--- config.mk ---
export PLATFORM = sky130hd
export DESIGN_NAME = piggy_coin_ledger
export DESIGN_NICKNAME = d
export VERILOG_FILES = /design/src/rtl/piggy_coin_ledger.sv
export SDC_FILE = /design/constraint.sdc
export NUM_CORES = 1
export LEC_CHECK = 0
export ABC_CLOCK_PERIOD_IN_PS = 4300
export CAP_MARGIN = 25
export CORE_ASPECT_RATIO = 1.5
export CORE_MARGIN = 5
export CORE_UTILIZATION = 49
export DETAILED_ROUTE_END_ITERATION = 8
export MAX_ROUTING_LAYER = met4
export PLACE_DENSITY = 0.87
export SKIP_CTS_REPAIR_TIMING = 1
export SLEW_MARGIN = 20
export SYNTH_ARGS = -nofsm -noshare
export SYNTH_HDL_FRONTEND = slang
export SYNTH_SLANG_ARGS = --single-unit
--- constraint.sdc ---
create_clock -name clk -period 4.3 [get_ports clk]
set_clock_uncertainty 0.05 [all_clocks]
set_input_delay 0.86 -clock clk [delete_from_list [all_inputs] [get_ports clk]]
set_output_delay 0.86 -clock clk [all_outputs]
set_load 0.02 [all_outputs]
--- src/rtl/piggy_coin_ledger.sv ---
// piggy_coin_ledger: synchronizes and debounces the coin sensor, detects
// withdraw-button edges, and keeps a saturating savings balance with
// registered one-cycle status pulses for the display/output stage.
module piggy_coin_ledger #(
  parameter int BAL_W        = 12,
  parameter int DEBOUNCE_CYC = 4,
  parameter int CNT_W        = 3
) (
  input  logic             clk,
  input  logic             rst_n,
  input  logic             ena,
  input  logic             coin_in,
  input  logic [1:0]       coin_type,
  input  logic             wd_req,
  input  logic [7:0]       wd_amt,
  output logic [BAL_W-1:0] balance,
  output logic             coin_ack,
  output logic             wd_ok,
  output logic             wd_err,
  output logic             full
);

  // Arithmetic runs one bit wider than the balance so overflow is visible
  // before saturation. wd_amt is zero-extended into this width, so BAL_W
  // is expected to be at least 8.
  localparam int                BW1     = BAL_W + 1;
  localparam logic [BW1-1:0]    MAX_BAL = {1'b0, {BAL_W{1'b1}}};
  localparam logic [CNT_W-1:0]  DEB     = CNT_W'(DEBOUNCE_CYC);
  localparam logic [CNT_W-1:0]  CNT_ONE = CNT_W'(1);

  typedef enum logic [1:0] {
    ST_IDLE    = 2'd0,
    ST_QUAL_HI = 2'd1,
    ST_WAIT_LO = 2'd2
  } coin_st_e;

  // Synchronizer and edge-detect flops
  logic coin_s1_q, coin_s2_q;
  logic wd_s1_q, wd_s2_q, wd_prev_q;

  // Coin FSM
  coin_st_e         state_q, state_d;
  logic [CNT_W-1:0] cnt_q, cnt_d;
  logic [CNT_W-1:0] cnt_inc_s;
  logic             credit_s;

  // Ledger
  logic [BAL_W-1:0] balance_q, balance_d;
  logic             full_q, full_d;
  logic             coin_ack_q, coin_ack_d;
  logic             wd_ok_q, wd_ok_d;
  logic             wd_err_q, wd_err_d;
  logic             wd_rise_s, wd_accept_s, wd_reject_s;
  logic [BW1-1:0]   bal_ext_s, amt_ext_s, coin_val_s, sum_s;

  assign cnt_inc_s = cnt_q + CNT_ONE;
  assign wd_rise_s = wd_s2_q & ~wd_prev_q;

  // Two-flop synchronizers plus withdraw edge register; these track even when ena=0
  always_ff @(posedge clk or negedge rst_n) begin
    if (!rst_n) begin
      coin_s1_q <= 1'b0;
      coin_s2_q <= 1'b0;
      wd_s1_q   <= 1'b0;
      wd_s2_q   <= 1'b0;
      wd_prev_q <= 1'b0;
    end else begin
      coin_s1_q <= coin_in;
      coin_s2_q <= coin_s1_q;
      wd_s1_q   <= wd_req;
      wd_s2_q   <= wd_s1_q;
      wd_prev_q <= wd_s2_q;
    end
  end

  // Coin FSM state and debounce counter registers
  always_ff @(posedge clk or negedge rst_n) begin
    if (!rst_n) begin
      state_q <= ST_IDLE;
      cnt_q   <= '0;
    end else begin
      state_q <= state_d;
      cnt_q   <= cnt_d;
    end
  end

  // Coin FSM next state: qualify a high level, then require a qualified low before re-arming
  always_comb begin
    state_d = state_q;
    cnt_d   = cnt_q;
    if (ena) begin
      case (state_q)
        ST_IDLE: begin
          if (coin_s2_q) begin
            if (DEB == CNT_ONE) begin
              state_d = ST_WAIT_LO;
              cnt_d   = '0;
            end else begin
              state_d = ST_QUAL_HI;
              cnt_d   = CNT_ONE;
            end
          end else begin
            state_d = ST_IDLE;
            cnt_d   = cnt_q;
          end
        end
        ST_QUAL_HI: begin
          if (coin_s2_q) begin
            if (cnt_inc_s == DEB) begin
              state_d = ST_WAIT_LO;
              cnt_d   = '0;
            end else begin
              state_d = ST_QUAL_HI;
              cnt_d   = cnt_inc_s;
            end
          end else begin
            state_d = ST_IDLE;
            cnt_d   = '0;
          end
        end
        ST_WAIT_LO: begin
          if (!coin_s2_q) begin
            if (cnt_inc_s == DEB) begin
              state_d = ST_IDLE;
              cnt_d   = '0;
            end else begin
              state_d = ST_WAIT_LO;
              cnt_d   = cnt_inc_s;
            end
          end else begin
            state_d = ST_WAIT_LO;
            cnt_d   = '0;
          end
        end
        default: begin
          state_d = ST_IDLE;
          cnt_d   = '0;
        end
      endcase
    end else begin
      state_d = state_q;
      cnt_d   = cnt_q;
    end
  end

  // Coin FSM output: credit on the edge where the high level becomes qualified
  always_comb begin
    credit_s = 1'b0;
    if (ena && coin_s2_q) begin
      case (state_q)
        ST_IDLE:    credit_s = (DEB == CNT_ONE);
        ST_QUAL_HI: credit_s = (cnt_inc_s == DEB);
        ST_WAIT_LO: credit_s = 1'b0;
        default:    credit_s = 1'b0;
      endcase
    end else begin
      credit_s = 1'b0;
    end
  end

  // Ledger update: withdraw is checked against the pre-credit balance, result saturates
  always_comb begin
    bal_ext_s   = {1'b0, balance_q};
    amt_ext_s   = BW1'(wd_amt);
    wd_accept_s = 1'b0;
    wd_reject_s = 1'b0;
    case (coin_type)
      2'b00:   coin_val_s = BW1'(1);
      2'b01:   coin_val_s = BW1'(2);
      2'b10:   coin_val_s = BW1'(5);
      2'b11:   coin_val_s = BW1'(10);
      default: coin_val_s = BW1'(0);
    endcase
    if (ena && wd_rise_s) begin
      if ((wd_amt != 8'd0) && (amt_ext_s <= bal_ext_s)) begin
        wd_accept_s = 1'b1;
      end else begin
        wd_reject_s = 1'b1;
      end
    end else begin
      wd_accept_s = 1'b0;
      wd_reject_s = 1'b0;
    end
    sum_s = bal_ext_s
          - (wd_accept_s ? amt_ext_s  : BW1'(0))
          + (credit_s    ? coin_val_s : BW1'(0));
    if (sum_s > MAX_BAL) begin
      balance_d = MAX_BAL[BAL_W-1:0];
    end else begin
      balance_d = sum_s[BAL_W-1:0];
    end
    full_d     = (balance_d == MAX_BAL[BAL_W-1:0]);
    coin_ack_d = credit_s;
    wd_ok_d    = wd_accept_s;
    wd_err_d   = wd_reject_s;
  end

  // Registered ledger outputs
  always_ff @(posedge clk or negedge rst_n) begin
    if (!rst_n) begin
      balance_q  <= '0;
      full_q     <= 1'b0;
      coin_ack_q <= 1'b0;
      wd_ok_q    <= 1'b0;
      wd_err_q   <= 1'b0;
    end else begin
      balance_q  <= balance_d;
      full_q     <= full_d;
      coin_ack_q <= coin_ack_d;
      wd_ok_q    <= wd_ok_d;
      wd_err_q   <= wd_err_d;
    end
  end

  assign balance  = balance_q;
  assign full     = full_q;
  assign coin_ack = coin_ack_q;
  assign wd_ok    = wd_ok_q;
  assign wd_err   = wd_err_q;

endmodule

==> metrics.md, run 1 <==
| Metric | Value |
|---|---|
| Hold Crit Class | reg2reg |
| Comb pwr share | 78.6% |
| Largest net degree at the start of global routing | 27 |
| CTS tree | built |
| R2R Path Start | balance[1]$_DFF_PN0_ |
| Core Area | 3960 sq um |
| CP Data Required Time | 4.41 ns |
| Synth Area in Compound Gates | 19.7% |
| Met3 Track Usage GR | 2.54% |
| Hold path endpoint | coin_s2_q$_DFF_PN0_ |
| Clock root cell | clkbuf_8 |
| Critical path buffer and inverter count | 6 |
| Syn nets | 264 |
| Layout cells sized above 1 | 33.9% |
| Sequential share of power | 14.1% |
| # DRC | 0 |
| Cell breakdown of the critical path | dlymetal6s2s_1 -> ha_1 -> o21a_1 -> o21a_1 -> o211ai_1 -> a21boi_1 -> or4_4 -> a21boi_2 -> fa_1 -> inv_2 -> ha_4 -> and2b_2 -> buf_4 -> buf_6 -> o21bai_4 -> buf_6 -> a31oi_4 -> o21ai_2 -> or4b_4 -> o311ai_4 -> buf_12 -> o41ai_2 |
| Slew Viols, Final | 0 |
| Placed Cells | 331 |
| Status | finished with violations |
| Cell Rows | 28 |
| Reg2reg end | full$_DFF_PN0_ |
| Drt first-iter violations | 97 |
| Initial Util | 50.5% |
| Final TNS setup | -10.85 ns |
| Clock transition at the registers of the reported paths | 0.09 ns |
| Cell area after layout | 3070 sq um |
| Initial antenna violation count | 0 |
| Die height | 88.2 microns |
| Met1 Usage GRT | 21.1% |
| Vias per std cell | 5.84 |
| Yosys warns | 0 |
| Post-synth top area cell | dfrtp_1 |
| Post-synth EDFFs | 0 |
| Sink Count | 26 |
| Post-route ant nets | 0 |
| Share of the yosys chip area belonging to registers | 32.5% |
| Pwr per Cell Area | 936 nW/um^2 |
| Type of the worst setup path | in2reg |
| Most common cell in the netlist | ha_1 |
| Vias in the first global route | 2049 |
| Commonest cells in the netlist | ha_1, dfrtp_1, inv_1, nand2_1, o21ai_0 |
| Max reg flops | 12 |
| All-Layer GR Usage | 20.9% |
| Clock share of power | 7.3% |
| Area after DPL | 2740 sq um |
| Post-Synth Adder-Cell Area | 22.2% |
| Final Critical Period | 5.16 ns |
| Final count of hold timing violations | 0 |
| Final cell count without fillers | 343 |
| Synth Area in XOR/XNOR | 3.94% |
| Worst slew pin tran | 0.505 ns |
| DIE AREA | 5480 sq um |
| Distinct cells, synth | 44 |
| Clock buffer depth | 2 |
| M2 GR Usage | 40.0% |
| Mapped Cells | 216 |
| Routed WL | 6.48 mm |
| Total grt overflow | 0 |
| Post-synthesis simple-gate area fraction | 15.8% |
| Combinational family with the most area after synthesis | adder cells |
| CP peak stage delay | 0.49 ns |
| Failing checks | negative setup slack |
| Layout area overhead | 53.3% |
| Total vias in the final route | 2003 |
| GP Congestion | 0.916 |
| CTS HTree Levels | 1 |
| Max IR drop VDD | 0.755 mV |
| Fin worst setup slack | -0.864 ns |
| RSZ-0062 raised after global routing | true |
| CP max stage cell | or4_4 |
| Post-Synthesis Cell Area | 2000 sq um |
| FFs w/ async S/R, synth | 100% |
| Antenna cells | 0 |
| Top delay family on crit path | compound AO/OA/AOI/OAI gates |
| CTS buffer count | 3 |
| 1st-pass router iterations | 4 |
| Nets | 347 |
| Leakage | 1.46 nW |
| Syn_area_per_cell | 9.26 sq um |
| Layout Utilization | 77.4% |
| Final worst-path cycle share | 120% |
| Top FF cell, synth | dfrtp_1 |
| Chip width | 62.2 microns |
| Cell depth of the worst flop-to-flop path | 23 |
| Startpoint type of the worst setup path | input pin |
| Data arrival, critical path | 5.27 ns |
| Hold path startpoint | coin_s1_q$_DFF_PN0_ |
| P_int | 1.61 mW |
| Seq cells post-synth | 26 |
| Worst Setup End Kind | flop |
| Max Freq | 194 MHz |
| Post-DP HPWL | 4.08 mm |
| MaxCap Viol Count | 0 |
| Worst Hold Depth | 0 |
| Top Ports | 31 |
| Crit path max fanout | 7 |
| Worst slew margin | 66.0% |
| Skew-Pair Late Insertion Delay | 0.28 ns |
| Reg2Reg Setup Slack | -0.71 ns |
| Multiplexer area fraction after synthesis | 0.501% |
| First-pass GRT wire length | 8.85 mm |
| Global route hottest layer | met2 |
| Switching Share | 43.8% |
| Port Buf Inserts | 30 |
| NetSw | 1.26 mW |
| Top post-synthesis cells by area | dfrtp_1, ha_1, inv_1 |
| Post-synth top area share | 32.5% |
| Setup violations, final | 13 |
| WL/cell | 18.9 microns |
[power groups by stage]
stage | clock network, mW | registers, mW | logic (mW)
4_1_cts | 0.207 | 0.401 | 1.72
3_3_place_gp | 0 | 0.401 | 1.62
6_report | 0.208 | 0.405 | 2.26
5_1_grt | 0.217 | 0.418 | 2.42
3_5_place_dp | 0 | 0.405 | 1.67
2_1_floorplan | 0 | 0.448 | 0.973
[worst max path at each step]
stage                         start        endpoint  slack [ns]  depth (start not counted)
after floorplan           wd_amt[1]  full$_DFF_PN0_       -0.61                         20
after detailed placement  wd_amt[1]  full$_DFF_PN0_       -1.46                         21
final                     wd_amt[2]  full$_DFF_PN0_       -0.86                         22
after CTS                 wd_amt[1]  full$_DFF_PN0_       -1.18                         21
after global routing      wd_amt[2]  full$_DFF_PN0_       -0.99                         22
after global placement    wd_amt[1]  full$_DFF_PN0_       -1.40                         21
[cells by family after synthesis]
| family | after synthesis |
|---|---|
| buffers and inverters | 28 |
| DFF | 26 |
| xor gates and xnor gates | 9 |
| AOI/OAI and AO/OA | 58 |
| and+or+nand+nor | 61 |
| muxes | 1 |
| adders and majority gates | 33 |
[metal layers]
| metal | share of wire, % | routed length [microns] |
|---|---|---|
| met2 | 53 | 3440 |
| met1 | 37 | 2370 |
| met3 | 5.2 | 340 |
| met4 | 5.2 | 337 |
| met5 | 0 | 0 |
[placed cells by master (no fill, tap or decap), types with 3 or more instances in the layout]
master / Yosys / final
a21oi_1: 9 / 8
o31ai_1: 4 / 4
nor3b_1: 3 / 3
xnor2_1: 5 / 4
dfrtp_1: 26 / 26
nand2_4: 0 / 3
or4_4: 0 / 3
ha_1: 29 / 24
clkdlybuf4s50_1: 0 / 26
clkbuf_8: 0 / 3
nor2b_1: 5 / 4
o21ai_0: 12 / 12
xor2_1: 4 / 4
a21boi_2: 0 / 3
buf_4: 0 / 48
ha_4: 0 / 5
nand2_1: 23 / 14
nand3_1: 5 / 5
inv_2: 0 / 4
a21o_1: 4 / 4
nand2_2: 0 / 6
inv_1: 24 / 20
o21a_1: 6 / 6
nor2_1: 7 / 7
[worst reg2reg max path: cells and delay by family, from the launching register on]
family	cells	cell delay, ns
AOI/OAI and AO/OA	10	1.49
and+or+nand+nor	4	1.31
adders and majority gates	3	0.87
buffers and inverters	6	0.80
DFF	1	0.39
[area by class of cell]
| cell class | instances | area (sq um) |
|---|---|---|
| multi-input cells | 162 | 1460 |
| fillers | 249 | 893 |
| repair buffers | 82 | 733 |
| flip-flops and latches | 26 | 651 |
| inverters | 24 | 90.1 |
| well taps | 45 | 56.3 |
| clock buffers | 3 | 41.3 |
| clock inverters | 1 | 30.0 |
[per-stage QoR]
step | hold WS [ns] | power (mW) | worst slack, ns
2_1_floorplan | 0.281 | 1.42 | -0.612
3_3_place_gp | 0.284 | 2.02 | -1.40
3_5_place_dp | 0.286 | 2.08 | -1.46
4_1_cts | 0.307 | 2.33 | -1.18
5_1_grt | 0.319 | 3.05 | -0.987
6_report | 0.303 | 2.87 | -0.864
Power figures use the tool's default switching activity.
==> run 2, diff against run 1 <==
Settings changed: SETUP_SLACK_MARGIN set to 0.02.
==> results of run 2 <==
Same layout as run 1: the final DEF is identical, and so are final timing and power.
